--- src/rtl/wt_dcache_mem_responder.sv ---
// Memory-side responder for the write-through L1 dcache miss/store port: one request at a time,
// carried out on a req/gnt/rvalid SRAM port, answered with a tagged return.
module wt_dcache_mem_responder #(
   parameter int unsigned PADDR_W    = 56,
   parameter int unsigned DATA_W     = 64,
   parameter int unsigned LINE_W     = 128,
   parameter int unsigned TID_W      = 2,
   parameter bit          BIG_ENDIAN = 1'b1
) (
   input  logic                  clk_i,
   input  logic                  rst_ni,
   input  logic                  req_valid_i,
   output logic                  req_ready_o,
   input  logic                  req_store_i,
   input  logic                  req_nc_i,
   input  logic [1:0]            req_size_i,
   input  logic [PADDR_W-1:0]    req_paddr_i,
   input  logic [DATA_W-1:0]     req_data_i,
   input  logic [TID_W-1:0]      req_tid_i,
   output logic                  rtrn_valid_o,
   input  logic                  rtrn_ready_i,
   output logic                  rtrn_store_o,
   output logic [TID_W-1:0]      rtrn_tid_o,
   output logic [LINE_W-1:0]     rtrn_data_o,
   output logic                  mem_req_o,
   input  logic                  mem_gnt_i,
   output logic                  mem_we_o,
   output logic [PADDR_W-1:0]    mem_addr_o,
   output logic [DATA_W/8-1:0]   mem_be_o,
   output logic [DATA_W-1:0]     mem_wdata_o,
   input  logic                  mem_rvalid_i,
   input  logic [DATA_W-1:0]     mem_rdata_i
);

   localparam int unsigned Beats   = LINE_W / DATA_W;
   localparam int unsigned BeW     = DATA_W / 8;
   localparam int unsigned WordOff = $clog2(BeW);
   localparam int unsigned CntW    = (Beats > 1) ? $clog2(Beats) : 1;

   typedef enum logic [1:0] {StIdle, StReq, StWait, StResp} state_e;

   state_e              state_q;
   logic [CntW-1:0]     beat_q;
   logic                store_q, nc_q;
   logic [TID_W-1:0]    tid_q;
   logic [PADDR_W-1:0]  paddr_q;
   logic [LINE_W-1:0]   line_q;
   logic                req_ready_q, mem_req_q, mem_we_q, rtrn_valid_q;
   logic [PADDR_W-1:0]  mem_addr_q;
   logic [BeW-1:0]      mem_be_q;
   logic [DATA_W-1:0]   mem_wdata_q;

   function automatic logic [DATA_W-1:0] lane_swap(input logic [DATA_W-1:0] d);
      logic [DATA_W-1:0] r;
      for (int unsigned i = 0; i < BeW; i++) r[8*i +: 8] = d[8*(BeW-1-i) +: 8];
      return BIG_ENDIAN ? r : d;
   endfunction

   function automatic logic [BeW-1:0] be_swap(input logic [BeW-1:0] b);
      logic [BeW-1:0] r;
      for (int unsigned i = 0; i < BeW; i++) r[i] = b[BeW-1-i];
      return BIG_ENDIAN ? r : b;
   endfunction

   // Line loads walk the line from its base; everything else is one word-aligned beat.
   function automatic logic [PADDR_W-1:0] beat_addr(input logic [PADDR_W-1:0] pa,
                                                    input logic line, input logic [CntW-1:0] beat);
      logic [PADDR_W-1:0] word_base, line_base;
      word_base = pa & ~PADDR_W'(BeW - 1);
      line_base = pa & ~PADDR_W'(LINE_W / 8 - 1);
      return line ? line_base + (PADDR_W'(beat) << WordOff) : word_base;
   endfunction

   // Lanes past the end of the word are dropped, so misaligned stores clip.
   function automatic logic [BeW-1:0] store_be(input logic [1:0] size,
                                               input logic [PADDR_W-1:0] pa);
      logic [BeW-1:0] be;
      int unsigned    off, len;
      off = 32'(pa & PADDR_W'(BeW - 1));
      len = 32'd1 << size;
      for (int unsigned i = 0; i < BeW; i++) be[i] = (i >= off) && (i < off + len);
      return be;
   endfunction

   always_ff @(posedge clk_i or negedge rst_ni) begin
      if (!rst_ni) begin
         state_q      <= StIdle;
         beat_q       <= '0;
         store_q      <= 1'b0;
         nc_q         <= 1'b0;
         tid_q        <= '0;
         paddr_q      <= '0;
         line_q       <= '0;
         req_ready_q  <= 1'b1;
         mem_req_q    <= 1'b0;
         mem_we_q     <= 1'b0;
         mem_addr_q   <= '0;
         mem_be_q     <= '0;
         mem_wdata_q  <= '0;
         rtrn_valid_q <= 1'b0;
      end else begin
         unique case (state_q)
            StIdle: begin
               if (req_valid_i) begin
                  state_q     <= StReq;
                  beat_q      <= '0;
                  store_q     <= req_store_i;
                  nc_q        <= req_nc_i;
                  tid_q       <= req_tid_i;
                  paddr_q     <= req_paddr_i;
                  line_q      <= '0;
                  req_ready_q <= 1'b0;
                  mem_req_q   <= 1'b1;
                  mem_we_q    <= req_store_i;
                  mem_addr_q  <= beat_addr(req_paddr_i, !req_store_i && !req_nc_i, '0);
                  mem_be_q    <= req_store_i ? be_swap(store_be(req_size_i, req_paddr_i)) : '1;
                  mem_wdata_q <= req_store_i ? lane_swap(req_data_i) : '0;
               end
            end
            StReq: begin
               if (mem_gnt_i) begin
                  mem_req_q <= 1'b0;
                  if (store_q) begin
                     state_q      <= StResp;
                     rtrn_valid_q <= 1'b1;
                  end else begin
                     state_q <= StWait;
                  end
               end
            end
            StWait: begin
               if (mem_rvalid_i) begin
                  if (nc_q) line_q <= {Beats{lane_swap(mem_rdata_i)}};
                  else      line_q[beat_q*DATA_W +: DATA_W] <= lane_swap(mem_rdata_i);
                  if (!nc_q && beat_q != CntW'(Beats - 1)) begin
                     beat_q     <= beat_q + 1'b1;
                     mem_addr_q <= beat_addr(paddr_q, 1'b1, beat_q + 1'b1);
                     mem_req_q  <= 1'b1;
                     state_q    <= StReq;
                  end else begin
                     state_q      <= StResp;
                     rtrn_valid_q <= 1'b1;
                  end
               end
            end
            StResp: begin
               if (rtrn_ready_i) begin
                  state_q      <= StIdle;
                  rtrn_valid_q <= 1'b0;
                  req_ready_q  <= 1'b1;
               end
            end
            default: state_q <= StIdle;
         endcase
      end
   end

   assign req_ready_o  = req_ready_q;
   assign rtrn_valid_o = rtrn_valid_q;
   assign rtrn_store_o = store_q;
   assign rtrn_tid_o   = tid_q;
   assign rtrn_data_o  = line_q;
   assign mem_req_o    = mem_req_q;
   assign mem_we_o     = mem_we_q;
   assign mem_addr_o   = mem_addr_q;
   assign mem_be_o     = mem_be_q;
   assign mem_wdata_o  = mem_wdata_q;

endmodule
--- config.mk ---
export PLATFORM = sky130hd
export DESIGN_NAME = wt_dcache_mem_responder
export DESIGN_NICKNAME = d
export VERILOG_FILES = /design/src/rtl/wt_dcache_mem_responder.sv
export SDC_FILE = /design/constraint.sdc
export NUM_CORES = 1
export LEC_CHECK = 0
export CAP_MARGIN = 20
export CORE_AREA = 2 2 179 181
export DETAILED_ROUTE_END_ITERATION = 10
export DIE_AREA = 0 0 181 183
export DONT_BUFFER_PORTS = 1
export PLACE_DENSITY = 0.65
export SLEW_MARGIN = 40
export SYNTH_ARGS = -nofsm -noshare
export SYNTH_HDL_FRONTEND = slang
export SYNTH_SLANG_ARGS = --single-unit
--- constraint.sdc ---
create_clock -name clk_i -period 1.5 [get_ports clk_i]
set_clock_uncertainty 0.15 [all_clocks]
set_input_delay 0.3 -clock clk_i [delete_from_list [all_inputs] [get_ports clk_i]]
set_output_delay 0.3 -clock clk_i [all_outputs]
set_load 0.03 [all_outputs]
Word level (Yosys, flattened, before mapping) --
Cells that the tools add are included.
Storage, ports and cells: flip-flop bits (word level) 322, latch bits 0, RAM bits 0, ROM bits 0, input port bits 196, output and inout bits 263, word-level logic and storage cells 108, memories kept 0
Cells by class: add/subtract/negate cells 4, multipliers 0, div/mod/pow operators 0, order comparisons 16, equal/unequal tests 10, shift-type cells 3, muxes and demuxes 36, bitwise operators 1, reductions and logical operators 25
Operator list (number):
- $mux 128 | 3
- $pmux 128 s2 | 1
- $mux 56 | 3
- $bwmux 128 | 1
- $lt 3x32->1 const A | 4
- $shift 64x34->128 const A | 1
- $shiftx 64x34->128 | 1
- $pmux 56 s2 | 1
- $lt 1x32->1 const A | 2
- $lt 2x32->1 const A | 2
- $mux 64 | 1
- $add 56x4->56 | 1
- $neg 7->34 | 1
- $add 3x32->32 | 1
- $shl 1x2->32 const A | 1
- $mux 1 | 14
- $ne 2x2->1 const B | 7
- $ge 3x3->1 const A | 4
- $logic_and 1x1->1 | 10
- $mux 2 | 5
- $mux 8 | 1
- $pmux 2 s4 | 1
- $reduce_and 4->1 | 2
- $ge 1x3->1 const A | 2
- 16 further kinds | 25

Logic depth before layout (Yosys ltp) --
depth in word-level cells 6, gate-level depth with buffers 7, mapped depth without buffers 6

Worst setup path after synthesis --
Ideal clock, no wire load.
kind input to register, start input req_size_i[0], end register mem_be_q[1] (netlist: mem_be_o[1]), library setup time 0.138 ns, data arrival time 1.782 ns, data required time 1.212 ns, path slack -0.570 ns, stages 6, buffers on the path 0, cell sequence nor2_1 > ha_1 > fa_1 > or4_1 > a21oi_1 > a221oi_1
Between the ends: word-level cells in the longest chain between the ends 5
RTL lines:
- start: declaration | RTL line 16 | input logic [1:0] req_size_i,
- $shl 1x2->32 | RTL line 80 | len = 32'd1 << size;
- $add 3x32->32 | RTL line 81 | for (int unsigned i = 0; i < BeW; i++) be[i] = (i >= off) && (i < off + len);
- $lt 3x32->1 | RTL line 81
- $logic_and 1x1->1 | RTL line 81
- $mux 8 | RTL line 116 | mem_be_q <= req_store_i ? be_swap(store_be(req_size_i, req_paddr_i)) : '1;
- end signal: assignment | RTL line 116
- end: declaration | RTL line 50 | logic [BeW-1:0] mem_be_q;
Every way passes these cells. A chain may end at the register's enable or synchronous reset.

Worst setup path after layout --
start register state_q[1], end register line_q[1] (netlist: rtrn_data_o[1])
Between the ends: word-level cells in the longest chain between the ends 3, elaborated cells on any way between the ends 7, classes of those cells eq/ne: 3; mux: 1; reduce/logical: 3
RTL lines:
- start: declaration | RTL line 42 | state_e state_q;
- start signal: assignment | RTL line 87 | state_q <= StIdle;
- start signal: assignment | RTL line 105 | state_q <= StReq;
- start signal: assignment | RTL line 124 | state_q <= StResp;
- $eq 2x2->1 / $logic_not 2->1 (equally long branches) | RTL line 102 | unique case (state_q)
- $ne 2x2->1 (no source line) / $reduce_bool 2->1 (equally long branches)
- $reduce_and 3->1 (no source line)
- end signal: assignment | RTL line 133 | if (nc_q) line_q <= {Beats{lane_swap(mem_rdata_i)}};
- end signal: indexed assignment | RTL line 134 | else line_q[beat_q*DATA_W +: DATA_W] <= lane_swap(mem_rdata_i);
- end: declaration | RTL line 47 | logic [LINE_W-1:0] line_q;
Parallel ways exist; a longest one is shown, timed or not.

==> summary.md <==
| Metric | Value |
|---|---|
| Status | `complete, but fails checks` |
| Failing checks | `negative hold slack, negative setup slack` |
| Worst-skew pair later-pin latency | `roughly 0.5 ns` |
| # clock sinks | `between 300 and 400` |
| Core Box Area | `roughly 31000 sq um` |
| DR vias/cell | `roughly 5.5` |
| Clock slew at reported path FFs | `about 0.060 ns` |
| Fin util | `58.5%` |
| WS Path Type | `flop to flop` |
| Kind of launch point of the worst setup path | `flop` |
| Ant. Diodes | `0` |
| CTS root buf | `clkbuf_16` |
| Net Sw Power | `approximately 20 mW` |
| Most frequent cells in the layout | `nand2_1, dfrtp_1, dlygate4sd3_1` |
| Largest net degree at the start of global routing | `between 300 and 400` |
| Cell area after synthesis | `~13000 sq um` |
| # setup viols final | `387` |
| Max IR drop VDD | `about 1300 uV` |
| Initial Utilization | `around two fifths` |
| Die area | `33100 sq um` |
| Synth Register Bits | `about 320` |
| Internal | `around 24 mW` |
| Comb pwr share | `approximately 34%` |
| Cell variety after synth | `between 40 and 50` |
| Area of the multi-input gates | `slightly above 5000 sq um` |
| FF/Latch Area | `about 8000 sq um` |
| Area Growth Syn to Fin | `42.1%` |
| Post-layout min period | `~1.9 ns` |
| Final non-filler cell total | `between 1.5k and 2k` |
| CTS tree | `built` |
| Worst EP arrival | `between 2 and 2.5 ns` |
| Top post-synthesis cells by area | `dfrtp_1, nand2_1, nand3_1` |
| Share of cells above drive strength 1 | `between 20% and 30%` |
| Drt total wl | `44700 um` |
| Post-route cell area | `roughly 18000 sq um` |
| Crit end category | `flop` |
| CTS max path bufs | `3` |
| Top cell type by total area after synthesis | `dfrtp_1` |
| Synthesis warning total | `0` |
| RSZ-0062 raised after global routing | `true` |
| Fin crit share | `128%` |
| Worst-Margin Slew | `around 1.1 ns` |
| Top cell type's share of synthesized area | `about 60%` |
| Upper clock frequency limit | `roughly 520 MHz` |
| CTS buffer count | `35` |
| Post-synth EDFFs | `0` |
| # IOs | `about 460` |
| Row cnt | `65` |
| H-tree Lvls | `2` |
| Reg power frac | `47.8%` |
| Die Width | `181 um` |
| Crit path max fanout | `8` |
| Hold WS | `-0.660 ns` |
| Dpl cells | `approximately 1.7k` |
| WL per Instance | `between 20 and 25 um` |
| Total Nets Final | `~1.8k` |
| Total track usage | `between 20% and 30%` |
| Remaining DRCs | `0` |
| Hold Vio Cnt, Final | `between 300 and 400` |
| Hold WC Path Type | `input port to asynchronous set/reset pin` |
| Asr flop ratio synth | `between 90% and 100%` |
| Vias after detailed routing | `11.0k` |
| Cells after Synth | `around 1.3k` |
| Die Ht | `between 150 and 200 um` |
| Initial antenna violation count | `2` |
| Final HPWL DP | `around 24000 um` |
| Most common cell after layout, fill and taps aside | `nand2_1` |
| Register area share after synthesis | `61.3%` |
| Final GP Congestion | `0.795` |
| Number of global-route vias before repair | `10.4k` |
| Net Sw Frac | `a little under half` |
| Pwr Density | `between 2000 and 2500 nW/um^2` |
| Slew margin rel. | `roughly 24%` |
| Routed Antenna Nets | `0` |
| DR iter-0 viols | `roughly 650` |
| WP data required | `approximately 1.7 ns` |
| Predominant post-synthesis flop cell | `dfrtp_1` |
| Avg Cell Area, Syn | `between 9 and 10 sq um` |
| Number of port buffers | `0` |
| Total congestion overflow | `0` |
| Total of max-cap violations | `0` |
| P_leak | `between 8 and 9 nW` |
| Dpl cell area | `between 10000 and 15000 sq um` |
| PnR worst setup slack | `-0.419 ns` |
| Slew Viols, Final | `0` |
| First-pass detailed-route iteration total | `5` |
| Fillers | `2433` |
| Clock power frac | `about a fifth` |
| First-pass GRT wire length | `58800 um` |
## cell type report
cell class,count,area share [%]
clock buffer,47,5.44
clock inverter,7,0.390
inverter,6,0.123
multi-input combinational,922,28.0
sequential,315,43.2
tap,402,2.75
timing repair buffer,286,20.2
## power groups by stage
stage,clock (mW),sequential (mW),combinational (mW)
after detailed placement,0,20.8,10.0
after CTS,8.27,20.8,11.2
after global placement,0,20.8,9.63
after global routing,8.63,21.3,16.0
after floorplan,0,19.7,7.53
final,8.18,21.0,14.8
## kinds of logic (layout without fill, tap and decap cells)
family | after synthesis | after routing | synth area share, %
adder cells (fa/ha/maj) | 4 | 4 | 0.448
XOR/XNOR | 1 | 1 | 0.0682
buffers and inverters | 107 | 346 | 4.69
AND/OR/NAND/NOR | 644 | 644 | 20.5
other | 1 | 3 | 0.0292
multiplexers | 52 | 52 | 4.05
flip-flops | 315 | 315 | 61.3
AO/OA/AOI/OAI | 215 | 218 | 8.82
## metal layers
metal,track usage (%),vias up,wire length [um]
met3,7.92,96,4210
met5,0,-,24
li1,-,4885,-
met2,37.4,557,22000
met4,6.44,4,1430
met1,26.9,5432,17000
## repair_timing
item / in CTS / in global routing
pin swaps: 2 / 28
buffers inserted: 3 / 20
cloned: 8 / 35
gates resized for setup: 18 / 109
setup endpoints to repair: 430 / 530
endpoints found under the hold margin: 628 / 391
hold buffers: 125 / 27
## registers in the layout (all words and copies together) (netlist names), 2 cells and up
register	count
rtrn_data_o	128
mem_wdata_o	64
mem_addr_o	53
paddr_q	52
mem_be_o	8
rtrn_tid_o	2
state_q	2
## metrics by stage
stage	hold slack [ns]	setup slack (ns)	setup TNS, ns	total power, mW
floorplan	-0.146	-0.364	-12.79	27.3
global placement	-0.140	-0.437	-69.84	30.4
detailed placement	-0.140	-0.501	-75.08	30.8
CTS	-0.677	-0.383	-86.13	40.2
global route	-0.685	-0.472	-119.87	45.9
finish	-0.660	-0.419	-90.67	43.9
## worst paths after layout
kind                       slack, ns         endpoint  depth (start not counted)      startpoint
setup / recovery               -0.42   rtrn_data_o[1]                          7      state_q[1]
hold / removal                 -0.66  rtrn_data_o[65]                          0          rst_ni
setup reg to reg               -0.42   rtrn_data_o[1]                          7      state_q[1]
hold reg to reg                 0.32      paddr_q[47]                          2     paddr_q[47]
max in group asynchronous       0.92   mem_wdata_o[0]                          0          rst_ni
min in group clk_i             -0.23      mem_be_o[4]                          1  req_paddr_i[2]
## worst max-delay path, stage by stage (launching register included)
cell and delay [ns]:
dfrtp_2 0.40, buf_4 0.19, nand2_4 0.10, a221o_4 0.45, buf_4 0.15, buf_12 0.13
nand3_1 0.08, o21ai_0 0.11
## synth_stat cells (6+ instances only)
library cell,n
a21oi_1,10
buf_2,48
buf_4,10
buf_6,13
clkbuf_1,20
dfrtp_1,314
inv_1,6
mux2i_1,52
nand2_1,487
nand3_1,132
nor2_1,12
o21ai_0,120
o21ai_1,70
(Power assumes the default switching activity.)
